$ cat src/rtl/hyper_req_arbiter.sv
// Round-robin arbiter: NUM_REQ requesters share one hyper_xface command port with one transaction in flight.
// Optional watchdog under HYPER_ARB_TIMEOUT_EN (sticky arb_err, 32'hDEAD_BEEF read data on timeout).
module hyper_req_arbiter #(
    parameter int NUM_REQ        = 2,
    parameter int TIMEOUT_CYCLES = 1024
) (
    input  logic                  clk,
    input  logic                  reset,
    input  logic [NUM_REQ-1:0]    req_valid,
    input  logic [NUM_REQ-1:0]    req_we,
    input  logic [32*NUM_REQ-1:0] req_addr,
    input  logic [32*NUM_REQ-1:0] req_wdata,
    input  logic [4*NUM_REQ-1:0]  req_be,
    output logic [NUM_REQ-1:0]    req_ready,
    output logic [NUM_REQ-1:0]    rsp_valid,
    output logic [31:0]           rsp_rdata,
    output logic                  xf_rd_req,
    output logic                  xf_wr_req,
    output logic [31:0]           xf_addr,
    output logic [31:0]           xf_wr_d,
    output logic [3:0]            xf_wr_byte_en,
    input  logic [31:0]           xf_rd_d,
    input  logic                  xf_rd_rdy,
    input  logic                  xf_busy,
    output logic                  arb_err
);
    localparam int GW = (NUM_REQ > 2) ? 2 : 1;

    typedef enum logic [2:0] {
        ST_IDLE,
        ST_ISSUE,
        ST_WAIT_ACK,
        ST_WAIT_DONE,
        ST_RESP
    } state_t;

    state_t            state_q, state_d;
    logic [GW-1:0]     rr_ptr;
    logic [GW-1:0]     gnt;
    logic              gnt_we;
    logic              win_found;
    logic [GW-1:0]     win_idx;
    logic              win_we;
    logic [31:0]       win_addr;
    logic [31:0]       win_wdata;
    logic [3:0]        win_be;
    logic [NUM_REQ-1:0] win_onehot;
    logic [NUM_REQ-1:0] gnt_onehot;
    logic              grant_load;
    logic              rd_capture;
`ifdef HYPER_ARB_TIMEOUT_EN
    localparam int CW = $clog2(TIMEOUT_CYCLES + 1);
    logic [CW-1:0]     tmo_cnt;
    logic              tmo_hit;
`endif

    function automatic logic [GW-1:0] rr_index(input logic [GW-1:0] base, input int off);
        int s;
        s = int'(base) + off;
        if (s >= NUM_REQ) s = s - NUM_REQ;
        return s[GW-1:0];
    endfunction

    // First valid requester at or after the rr pointer, wrapping.
    always_comb begin
        win_found = 1'b0;
        win_idx   = '0;
        for (int i = 0; i < NUM_REQ; i++) begin
            if (!win_found && req_valid[rr_index(rr_ptr, i)]) begin
                win_found = 1'b1;
                win_idx   = rr_index(rr_ptr, i);
            end
        end
    end

    always_comb begin
        win_we     = 1'b0;
        win_addr   = '0;
        win_wdata  = '0;
        win_be     = '0;
        win_onehot = '0;
        gnt_onehot = '0;
        for (int i = 0; i < NUM_REQ; i++) begin
            if (win_idx == GW'(i)) begin
                win_we        = req_we[i];
                win_addr      = req_addr[32*i +: 32];
                win_wdata     = req_wdata[32*i +: 32];
                win_be        = req_be[4*i +: 4];
                win_onehot[i] = win_found;
            end
            gnt_onehot[i] = (gnt == GW'(i));
        end
    end

    always_ff @(posedge clk or posedge reset) begin
        if (reset) state_q <= ST_IDLE;
        else       state_q <= state_d;
    end

    always_comb begin
        state_d    = state_q;
        grant_load = 1'b0;
        rd_capture = 1'b0;
`ifdef HYPER_ARB_TIMEOUT_EN
        tmo_hit    = 1'b0;
`endif
        unique case (state_q)
            ST_IDLE: begin
                if (win_found && !xf_busy) begin
                    grant_load = 1'b1;
                    state_d    = ST_ISSUE;
                end
            end
            ST_ISSUE: state_d = ST_WAIT_ACK;
            ST_WAIT_ACK: begin
                // A fast controller may return read data before busy is ever seen.
                if (!gnt_we && xf_rd_rdy) begin
                    rd_capture = 1'b1;
                    state_d    = ST_RESP;
                end else if (xf_busy) begin
                    state_d = ST_WAIT_DONE;
                end
            end
            ST_WAIT_DONE: begin
                if (gnt_we ? !xf_busy : xf_rd_rdy) begin
                    rd_capture = !gnt_we;
                    state_d    = ST_RESP;
                end
            end
            ST_RESP: state_d = ST_IDLE;
            default: state_d = ST_IDLE;
        endcase
`ifdef HYPER_ARB_TIMEOUT_EN
        if ((state_q == ST_WAIT_ACK || state_q == ST_WAIT_DONE) && state_d != ST_RESP
            && tmo_cnt == CW'(TIMEOUT_CYCLES - 1)) begin
            tmo_hit = 1'b1;
            state_d = ST_RESP;
        end
`endif
    end

    always_ff @(posedge clk or posedge reset) begin
        if (reset) begin
            req_ready     <= '0;
            rsp_valid     <= '0;
            rsp_rdata     <= '0;
            xf_rd_req     <= 1'b0;
            xf_wr_req     <= 1'b0;
            xf_addr       <= '0;
            xf_wr_d       <= '0;
            xf_wr_byte_en <= '0;
            gnt           <= '0;
            gnt_we        <= 1'b0;
            rr_ptr        <= '0;
        end else begin
            req_ready <= grant_load ? win_onehot : '0;
            xf_wr_req <= grant_load & win_we;
            xf_rd_req <= grant_load & ~win_we;
            rsp_valid <= (state_d == ST_RESP) ? gnt_onehot : '0;
            if (grant_load) begin
                gnt           <= win_idx;
                gnt_we        <= win_we;
                xf_addr       <= win_addr;
                xf_wr_d       <= win_wdata;
                xf_wr_byte_en <= win_be;
            end
            if (rd_capture) rsp_rdata <= xf_rd_d;
`ifdef HYPER_ARB_TIMEOUT_EN
            else if (tmo_hit && !gnt_we) rsp_rdata <= 32'hDEAD_BEEF;
`endif
            if (state_q == ST_RESP)
                rr_ptr <= (gnt == GW'(NUM_REQ - 1)) ? '0 : gnt + 1'b1;
        end
    end

`ifdef HYPER_ARB_TIMEOUT_EN
    always_ff @(posedge clk or posedge reset) begin
        if (reset) begin
            tmo_cnt <= '0;
            arb_err <= 1'b0;
        end else begin
            if (state_q == ST_ISSUE)
                tmo_cnt <= '0;
            else if (state_q == ST_WAIT_ACK || state_q == ST_WAIT_DONE)
                tmo_cnt <= tmo_cnt + 1'b1;
            if (tmo_hit) arb_err <= 1'b1;
        end
    end
`else
    // No watchdog: the FSM waits on the controller indefinitely and the flag stays low.
    assign arb_err = 1'b0 & (TIMEOUT_CYCLES != 0);
`endif

endmodule

$ cat config.mk
export PLATFORM = sky130hd
export DESIGN_NAME = hyper_req_arbiter
export DESIGN_NICKNAME = d
export VERILOG_FILES = /design/src/rtl/hyper_req_arbiter.sv
export SDC_FILE = /design/constraint.sdc
export NUM_CORES = 1
export LEC_CHECK = 0
export CELL_PAD_IN_SITES_DETAIL_PLACEMENT = 0
export CELL_PAD_IN_SITES_GLOBAL_PLACEMENT = 1
export CORE_AREA = 2 2 110 112
export DETAILED_ROUTE_END_ITERATION = 8
export DIE_AREA = 0 0 112 114
export DONT_BUFFER_PORTS = 1
export PLACE_DENSITY = 0.69
export SETUP_SLACK_MARGIN = 0.5
export SYNTH_ARGS = -nofsm -noshare
export SYNTH_HDL_FRONTEND = slang
export SYNTH_SLANG_ARGS = --single-unit
export TNS_END_PERCENT = 10
$ cat constraint.sdc
create_clock -name clk -period 4.97 [get_ports clk]
set_clock_uncertainty 0.05 [all_clocks]
set_input_delay 1.2425 -clock clk [delete_from_list [all_inputs] [get_ports clk]]
set_output_delay 1.2425 -clock clk [all_outputs]
set_load 0.02 [all_outputs]
==> out/results.tsv <==
metric	value	unit
worstPathArrival	2.82	ns
slowest_delay	0.64	ns
grt_overflow_total	0	
p_per_area	734	nW/um^2
insertion_delay	0.34	ns
initial_core_util	40.5	%
diodes	0	
status	finished clean	
power.total	3.73	mW
chipHeight	114	um
drt-pass1-iter-count	4	
grt_pass1_vias	3202	
hp-class	reg2reg	
cp-start-kind	input port	
wire_per_inst	25.2	um
drtAntennaViolNets	0	
cts_setup_buffers	0	
clock_sinks	112	
final_util	43.4	%
nFillCells	1074	
setup_tns	0	ns
tightestPinTransition	1.11	ns
drive_gt1_share	17.9	%
cts_buffers	9	
critical_path.endpoint	gnt$_DFFE_PP0P_	
fin_crit_sh	53.2	%
cp.depth	4	
cp_top_family	compound AO/OA/AOI/OAI gates	
netlist_instances	355	
grt_max_degree	84	
r2r_slack	2.78	ns
final_cell_mix	dfrtp_1, o32ai_1, a2bb2oi_1, mux2_2, clkbuf_16	
grt_usage	18.2	%
antenna_found_initial	0	
tritoncts	done	
dp_hpwl	8490	um
ys_warn_count	0	
reg2reg_to	gnt$_DFFE_PP0P_	
synth_edf_count	0	
ios	283	
layout_commonest_cell	dfrtp_1	
crit_chain	nor4_4 > buf_4 > o21ai_0 > a21o_1	
setup_violations	0	
crit_start	xf_busy	
globalplace.congestion	0.770	
synth_cell_types	28	
multiInputGateArea	1760	um^2
cts_hold_buffers	0	
drt_wl_total	12100	um
syn_nets	531	
slew_viol_final	0	
drc_errors	0	
crit_buf_inv	1	
area_delta_synth_final	7.04	%
path_clk_slew	0.07	ns
regArea	2800	um^2
max_freq	379	MHz
required	5.15	ns
dieArea	12800	um^2
syn_area	4750	um^2
crit_fanout	72	
rows	40	
nNetsFinal	507	
postSynthAreaPerCell	13.4	um^2
rr_worst_depth	4	
io_buffers	0	
drtIter0Drc	136	
core	11700	um^2
peakVddDrop	0.291	mV
cts_resized	0	
num_vias	3188	
async_flop_share	100	%
cp-end-kind	flop	
cts_buffer_depth	2	
cap_violations	0	
h-tree-depth	3	
p_leak	1.96	nW
worst_path_max_delay_cell	buf_4	
critPathKind	in2reg	
synth-seq-cells	112	
r2r_start	state_q[1]$_DFF_PP0_	
final_hold_viol_count	0	
period_needed	2.64	ns
root_buffer	clkbuf_16	
rsz0062_at_grt	no	
ys_seq_area_share	59.1	%
via_per_inst	6.61	
relSlewSlack	26.1	%
die_w	112	um
synth_ff_type	dfrtp_1	
grt_pass1_wl	18000	um
per-stage QoR:
step	cells	setup WS, ns	hold WS (ns)	cell area (um^2)
finish	482	2.33	0.444	5080
global route	482	2.15	0.455	5080
CTS	482	2.32	0.445	5080
detailed placement	467	1.95	0.439	4810
global placement	467	2.01	0.428	4810
floorplan	355	0.718	0.389	4750
worst min path at each step:
stage,start,end,slack (ns),cells past startpoint
after floorplan,gnt$_DFFE_PP0P_,rsp_valid[0]$_DFF_PP0_,0.39,1
after global placement,gnt$_DFFE_PP0P_,rsp_valid[0]$_DFF_PP0_,0.43,1
after detailed placement,gnt$_DFFE_PP0P_,rsp_valid[0]$_DFF_PP0_,0.44,1
after CTS,gnt$_DFFE_PP0P_,rsp_valid[0]$_DFF_PP0_,0.45,1
after global routing,gnt$_DFFE_PP0P_,rsp_valid[0]$_DFF_PP0_,0.45,1
final,gnt$_DFFE_PP0P_,rsp_valid[0]$_DFF_PP0_,0.44,1
area by class of cell:
cell class                 count  share of cell area (%)
timing repair buffer           6                   0.887
clock buffer                   9                    4.43
clock inverter                 6                   0.911
multi-input combinational    199                    34.7
sequential                   112                    55.2
inverter                       3                   0.271
tap                          147                    3.62
cell families (layout without fill, tap and decap cells):
family / Yosys count / after routing / share of synthesized area, %
other cells: 1 / 1 / 0.0790
buf+inv: 44 / 24 / 4.03
compound gates: 151 / 151 / 27.1
flops: 112 / 112 / 59.1
simple gates: 15 / 15 / 2.14
mux: 32 / 32 / 7.59
metal layers:
layer	global-route usage, %	up-vias	routed length, um	share of wire (%)
met2	30.7	196	6080	50
li1	-	1384	-	-
met5	0	-	0	0
met4	4.80	0	162	1.3
met1	22.1	1595	4730	39
met3	7.28	13	1150	9.5
flip-flops by register name (all words and copies together), names as in the netlist:
name / flops
req_ready: 2
xf_rd_req: 1
gnt: 1
xf_wr_d: 32
gnt_we: 1
xf_addr: 32
xf_wr_req: 1
rsp_rdata: 32
xf_wr_byte_en: 4
rsp_valid: 2
state_q: 3
rr_ptr: 1
power breakdown:
| part | switching (mW) | leakage [nW] | internal [mW] | total [mW] |
|---|---|---|---|---|
| combinational | 0.397 | 0.550 | 0.471 | 0.868 |
| sequential | 0.855 | 1.28 | 1.34 | 2.19 |
| clock | 0.326 | 0.128 | 0.340 | 0.666 |
cell usage after synthesis, drive strengths merged, types with 2 or more instances:
cell	instances	share of area, %
and2	2	0.26
nor2b	2	0.26
a21oi	5	0.53
clkbuf	27	2.1
o32ai	69	13
nand2b	4	0.53
inv	3	0.24
o21ai	3	0.32
dfrtp	112	59
buf	14	1.7
a2bb2oi	68	13
nor2	2	0.16
mux2	32	7.6
Power figures use the tool's default switching activity.
